## src/rtl/mem_block_mover_if.sv

```systemverilog
// rtl/mem_block_mover_if.sv - data-memory port bundle between block mover (master) and memory (slave)
interface mem_block_mover_if #(
    parameter int ADDRESS_WIDTH = 12,
    parameter int DATA_WIDTH    = 16
);
    logic [ADDRESS_WIDTH-1:0] Address;
    logic [DATA_WIDTH-1:0]    WriteData;
    logic                     MemWrite;
    logic [DATA_WIDTH-1:0]    MemData;

    modport master (
        output Address,
        output WriteData,
        output MemWrite,
        input  MemData
    );

    modport slave (
        input  Address,
        input  WriteData,
        input  MemWrite,
        output MemData
    );
endinterface

```

## src/rtl/mem_block_mover.sv

```systemverilog
// rtl/mem_block_mover.sv - block copy/fill bus master for the 16-bit data memory
// Optional write-sum accumulator on Checksum when MEM_BLOCK_MOVER_CHECKSUM_EN is defined.
module mem_block_mover #(
    parameter int ADDRESS_WIDTH = 12,
    parameter int DATA_WIDTH    = 16
) (
    input  logic                     Clk,
    input  logic                     Reset,
    input  logic                     Start,
    input  logic                     Mode,
    input  logic [ADDRESS_WIDTH-1:0] SrcAddr,
    input  logic [ADDRESS_WIDTH-1:0] DstAddr,
    input  logic [ADDRESS_WIDTH:0]   Length,
    input  logic [DATA_WIDTH-1:0]    FillData,
    mem_block_mover_if.master        mem,
    output logic                     Busy,
    output logic                     Done,
    output logic [DATA_WIDTH-1:0]    Checksum
);
    localparam logic [2:0] S_IDLE  = 3'd0;
    localparam logic [2:0] S_READ  = 3'd1;
    localparam logic [2:0] S_WRITE = 3'd2;
    localparam logic [2:0] S_FILL  = 3'd3;
    localparam logic [2:0] S_DONE  = 3'd4;

    localparam logic [ADDRESS_WIDTH:0] COUNT_ONE = {{ADDRESS_WIDTH{1'b0}}, 1'b1};

    logic [2:0]               state;
    logic [ADDRESS_WIDTH-1:0] src_ptr;
    logic [ADDRESS_WIDTH-1:0] dst_ptr;
    logic [ADDRESS_WIDTH:0]   remaining;
    logic [DATA_WIDTH-1:0]    fill_value;
    logic [DATA_WIDTH-1:0]    hold_data;

    logic [ADDRESS_WIDTH-1:0] address_d;
    logic [DATA_WIDTH-1:0]    write_data_d;
    logic                     mem_write_d;

    always_ff @(posedge Clk or posedge Reset) begin
        if (Reset) begin
            state      <= S_IDLE;
            src_ptr    <= '0;
            dst_ptr    <= '0;
            remaining  <= '0;
            fill_value <= '0;
            hold_data  <= '0;
        end else begin
            case (state)
                S_IDLE: begin
                    if (Start) begin
                        src_ptr    <= SrcAddr;
                        dst_ptr    <= DstAddr;
                        remaining  <= Length;
                        fill_value <= FillData;
                        if (Length == '0)
                            state <= S_DONE;
                        else if (Mode)
                            state <= S_FILL;
                        else
                            state <= S_READ;
                    end
                end
                S_READ: begin
                    hold_data <= mem.MemData;
                    src_ptr   <= src_ptr + 1'b1;
                    state     <= S_WRITE;
                end
                S_WRITE: begin
                    dst_ptr   <= dst_ptr + 1'b1;
                    remaining <= remaining - 1'b1;
                    state     <= (remaining == COUNT_ONE) ? S_DONE : S_READ;
                end
                S_FILL: begin
                    dst_ptr   <= dst_ptr + 1'b1;
                    remaining <= remaining - 1'b1;
                    state     <= (remaining == COUNT_ONE) ? S_DONE : S_FILL;
                end
                S_DONE:  state <= S_IDLE;
                default: state <= S_IDLE;
            endcase
        end
    end

    // Port outputs decode straight from state so an asynchronous reset drops them at once.
    always_comb begin
        address_d    = '0;
        write_data_d = '0;
        mem_write_d  = 1'b0;
        case (state)
            S_READ: begin
                address_d = src_ptr;
            end
            S_WRITE: begin
                address_d    = dst_ptr;
                write_data_d = hold_data;
                mem_write_d  = 1'b1;
            end
            S_FILL: begin
                address_d    = dst_ptr;
                write_data_d = fill_value;
                mem_write_d  = 1'b1;
            end
            default: begin
                address_d    = '0;
                write_data_d = '0;
                mem_write_d  = 1'b0;
            end
        endcase
    end

    assign mem.Address   = address_d;
    assign mem.WriteData = write_data_d;
    assign mem.MemWrite  = mem_write_d;

    assign Busy = (state == S_READ) || (state == S_WRITE) || (state == S_FILL);
    assign Done = (state == S_DONE);

`ifdef MEM_BLOCK_MOVER_CHECKSUM_EN
    logic [DATA_WIDTH-1:0] checksum_acc;

    always_ff @(posedge Clk or posedge Reset) begin
        if (Reset)
            checksum_acc <= '0;
        else if ((state == S_IDLE) && Start)
            checksum_acc <= '0;
        else if (mem_write_d)
            checksum_acc <= checksum_acc + write_data_d;
    end

    assign Checksum = checksum_acc;
`else
    assign Checksum = '0;
`endif

endmodule

```

## src/flat_wrapper.sv

```systemverilog
// flat-port wrapper written by rule: the top's interface ports become plain ports
module mem_block_mover_flat 
#(
    parameter int ADDRESS_WIDTH = 12,
    parameter int DATA_WIDTH    = 16
)
  (Clk, Reset, Start, Mode, SrcAddr, DstAddr, Length, FillData, Busy, Done, Checksum, mem_Address, mem_WriteData, mem_MemWrite, mem_MemData);
  mem_block_mover_if #(.ADDRESS_WIDTH(ADDRESS_WIDTH), .DATA_WIDTH(DATA_WIDTH)) mem_i ();
  input  logic Clk;
  input  logic Reset;
  input  logic Start;
  input  logic Mode;
  input  logic [ADDRESS_WIDTH-1:0] SrcAddr;
  input  logic [ADDRESS_WIDTH-1:0] DstAddr;
  input  logic [ADDRESS_WIDTH:0] Length;
  input  logic [DATA_WIDTH-1:0] FillData;
  output logic Busy;
  output logic Done;
  output logic [DATA_WIDTH-1:0] Checksum;
  output wire logic [$bits(mem_i.Address)-1:0] mem_Address;
  output wire logic [$bits(mem_i.WriteData)-1:0] mem_WriteData;
  output wire logic [$bits(mem_i.MemWrite)-1:0] mem_MemWrite;
  input wire logic [$bits(mem_i.MemData)-1:0] mem_MemData;
  assign mem_Address = mem_i.Address;
  assign mem_WriteData = mem_i.WriteData;
  assign mem_MemWrite = mem_i.MemWrite;
  assign mem_i.MemData = mem_MemData;
  mem_block_mover #(.ADDRESS_WIDTH(ADDRESS_WIDTH), .DATA_WIDTH(DATA_WIDTH)) u_core (.Clk(Clk), .Reset(Reset), .Start(Start), .Mode(Mode), .SrcAddr(SrcAddr), .DstAddr(DstAddr), .Length(Length), .FillData(FillData), .mem(mem_i), .Busy(Busy), .Done(Done), .Checksum(Checksum));
endmodule
```

## config.mk

```make
export PLATFORM = sky130hd
export DESIGN_NAME = mem_block_mover_flat
export DESIGN_NICKNAME = d
export VERILOG_FILES = /design/src/rtl/mem_block_mover_if.sv /design/src/rtl/mem_block_mover.sv /design/src/flat_wrapper.sv
export SDC_FILE = /design/constraint.sdc
export NUM_CORES = 1
export LEC_CHECK = 0
export ABC_AREA = 1
export CAP_MARGIN = 20
export CORE_MARGIN = 3
export CORE_UTILIZATION = 45
export DETAILED_ROUTE_END_ITERATION = 12
export PLACE_DENSITY_LB_ADDON = 0.25
export SYNTH_ARGS = -nofsm -noshare
export SYNTH_HDL_FRONTEND = slang
export SYNTH_SLANG_ARGS = --single-unit
```

## constraint.sdc

```tcl
create_clock -name Clk -period 2.5 [get_ports Clk]
set_clock_uncertainty 0.15 [all_clocks]
set_input_delay 0.375 -clock Clk [delete_from_list [all_inputs] [get_ports Clk]]
set_output_delay 0.375 -clock Clk [all_outputs]
set_load 0.05 [all_outputs]
```

==> reports/results.tsv, run 1 <==
stage	metric	value	unit
critical_path	critical path's top delay family	flip-flops	
sta	final cycle utilization of the critical path	0.947	
place	# port buffers	103	
synthesis	top cells by count, synth	nand2_1, nor2_1, dfrtp_1	
critical_path	R2R depth	5	
floorplanning	row count	35	
detailed_routing	DRT Wirelength	12400	microns
finish	final instance area	0.00593	sq mm
detailed_routing	Iter 0 DRT Violations	307	
sta	slew margin rel.	0.599	
synthesis	Avg Synthesized Cell Area	6.82	sq um
synthesis	Cells after Synth	638	
sta	Setup-failing EPs final	0	
critical_path	CP Depth	5	
clock_network	CTS buffer count	9	
critical_path	slowest CP cell	dfrtp_1	
sta	minimum clock period after layout	2.37	ns
place	dpl ws	0.316	ns
finish	antenna cells	0	
synthesis	Yosys reg bits	72	
place	post-placement cell area	0.00573	sq mm
critical_path	CP Buf/Inv Count	2	
job	Max Cap Viol	0	
synthesis	Ys Warns	0	
detailed_routing	DR vias	4483	
outcome	status	finished clean	
floorplanning	Starting Density	0.466	
place	hpwl dp	9130	microns
detailed_routing	Residual DRC	0	
worst_hold_path	worst hold path class	input pin to asynchronous set/reset pin	
finish	FILL cells	829	
floorplanning	die area	0.0109	sq mm
critical_path	Worst setup endpoint	mem_Address[0]	
synthesis	most frequent cell after synthesis	nand2_1	
sta	Final Hold Viols	0	
detailed_routing	post-route ant nets	0	
clock_network	CTS H-Tree Depth	3	
sta	worst setup margin	0.133	ns
critical_path	Critical Path AT	1.84	ns
critical_path	critical path type	flip-flop to primary output	
sta	f_max	0.422	GHz
synthesis	synth unique cells	31	
finish	storage element area	0.00180	sq mm
place	GP Congestion	0.847	
critical_path	R2R Path Start	u_core.state[0]	
synthesis	post-synthesis sequential area ratio	0.414	
global_route	total grt overflow	0	
finish	Post-layout nets	815	
sta	RSZ-0062 raised after global routing	false	
global_route	largest net degree at the start of global routing	46	
finish	Final Util	0.636	
critical_path	crit path max fanout	24	
finish	area of the multi-input gates	0.00208	sq mm
finish	share of layout cells above drive strength 1	0.0930	
power	P_leak	0.00286	uW
floorplanning	IO Pins	120	
global_route	first-pass GRT wire length	20500	microns
power	Max IR drop VDD	1.25	mV
critical_path	endpoint type of the worst setup path	primary output	
clock_network	clock slew at reported path FFs	0.07	ns
global_route	antenna violations before repair	0	
finish	Layout area overhead	36.3	%
sta	Least-Margin Pin Slew	0.601	ns
clock_network	Post-CTS Hold Buffers	0	
synthesis	top cell type's share of synthesized area	0.414	
detailed_routing	DRT Pass-1 Iters	5	
critical_path	worst setup path start	u_core.state[0]	
critical_path	CP Cell Sequence	nand2_2, clkinv_2, nand2_1, o21ai_1, buf_12	
synthesis	Synth area leaders	dfrtp_1, nand2_1, nand3_1	
floorplanning	core area	0.00933	sq mm
clock_network	clk buf depth	2	
synthesis	mapped cell area	0.00435	sq mm
critical_path	Setup crit start kind	flip-flop	
synthesis	Synth area leader	dfrtp_1	
synthesis	dominant synthesized flop cell	dfrtp_1	
synthesis	Post-synth EDFFs	0	
clock_network	clk_lat worst skew	0.35	ns
critical_path	required time of the critical path	1.98	ns
power	power per cell area	1470	mW/mm^2
clock_network	CTS Sinks	72	
detailed_routing	Vias per Instance	5.15	
clock_network	CTS tree	done	
critical_path	critical path's largest stage delay	0.52	ns
detailed_routing	wire length per cell	14.2	microns
critical_path	R2R setup slack	0.41	ns
global_route	vias in the first global route	4251	
critical_path	FF-to-FF End	u_core.src_ptr[5]	
clock_network	root buf cell	clkbuf_8	
floorplanning	Die Wd	104	microns
synthesis	Async SR Flop Fraction	1.00	
global_route	Total GRT Usage	0.229	
sta	Max Slew Vio Count	0	
floorplanning	Die Height	104	microns
## worst reg2reg max path, stage by stage, from the launching register on
cell and delay, ns:
dfrtp_1 0.52, buf_4 0.26, o21ai_2 0.52, inv_1 0.27, o21ai_0 0.21, inv_1 0.07
## power breakdown
| group | switching [uW] | internal, uW |
|---|---|---|
| logic | 3370 | 2270 |
| clock network | 433 | 478 |
| registers | 433 | 1750 |
| total | 4230 | 4500 |
## how the worst min path moves through the flow
| stage | startpoint | end | slack [ns] |
|---|---|---|---|
| finish | Reset | u_core.src_ptr[8] | 0.28 |
| global route | Reset | u_core.src_ptr[8] | 0.31 |
| CTS | Reset | u_core.src_ptr[8] | 0.30 |
| detailed placement | u_core.fill_value[3] | u_core.fill_value[3] | 0.32 |
| global placement | u_core.fill_value[7] | u_core.fill_value[7] | 0.32 |
| floorplan | u_core.fill_value[0] | u_core.fill_value[0] | 0.30 |
## final cells by class
cell class / count / share of cell area
flip-flops and latches: 72 / 0.304
clock buffers: 11 / 0.0238
well taps: 129 / 0.0272
multi-input cells: 468 / 0.352
inverters: 73 / 0.0464
repair buffers: 114 / 0.239
clock inverters: 4 / 0.00760
## sequential cells by signal (all words and copies together) (netlist names)
register / count
u_core.remaining: 13
u_core.src_ptr: 12
u_core.state: 3
u_core.hold_data: 16
u_core.dst_ptr: 12
u_core.fill_value: 16
## what timing repair did
| action | in CTS | in global routing |
|---|---|---|
| resized for setup | 1 | 19 |
| setup endpoints to repair | 3 | 16 |
| buffers inserted | 0 | 0 |
## routing by layer
layer	vias to the layer above	global-route usage	wire, microns
met5	-	0	0
met3	23	0.0478	880
met2	176	0.377	5970
li1	2185	-	-
met1	2099	0.300	5300
met4	0	0.0788	255
## cells in the final DEF, fill, tap and decap left out, types with 2 or more instances in the layout
master           synthesis  layout
a21oi_1                 12      12
a31oi_1                  2       2
buf_12                   0      30
buf_4                   19      11
clkbuf_8                 0      10
clkdlybuf4s50_1          0      72
clkinv_2                 0       4
conb_1                   1      16
dfrtp_1                 72      72
ha_1                     4       4
inv_1                   68      67
inv_2                    5       5
nand2_1                203     202
nand2_2                  3       4
nand3_1                 59      59
nand4_1                  3       3
nor2_1                  73      73
nor3_1                   5       5
o211ai_1                 4       4
o21ai_0                 58      42
o21ai_1                  3      19
o22ai_1                 11      11
xor2_1                   4       4
## stage by stage
| step | total power [uW] | instances | TNS (ns) | hold WS [ns] |
|---|---|---|---|---|
| detailed placement | 7760 | 856 | 0 | 0.320 |
| CTS | 8710 | 871 | 0 | 0.302 |
| finish | 8730 | 871 | 0 | 0.284 |
| floorplan | 5480 | 653 | -0.862 | 0.299 |
| global route | 9330 | 871 | 0 | 0.312 |
| global placement | 7630 | 856 | 0 | 0.317 |
## kinds of logic after synthesis
kind of cell	synth area share
XOR/XNOR	0.00805
other	0.000862
AO/OA/AOI/OAI	0.119
AND/OR/NAND/NOR	0.326
adder cells (fa/ha/maj)	0.0115
buffers and inverters	0.120
flip-flops	0.414
Note: power is estimated with default switching activity, not from simulation.
==> inputs of run 2 (changes only) <==
- CTS_CLUSTER_SIZE: not set -> 24
==> results of run 2 <==
Final layout, timing and power as in run 1 (identical DEF).
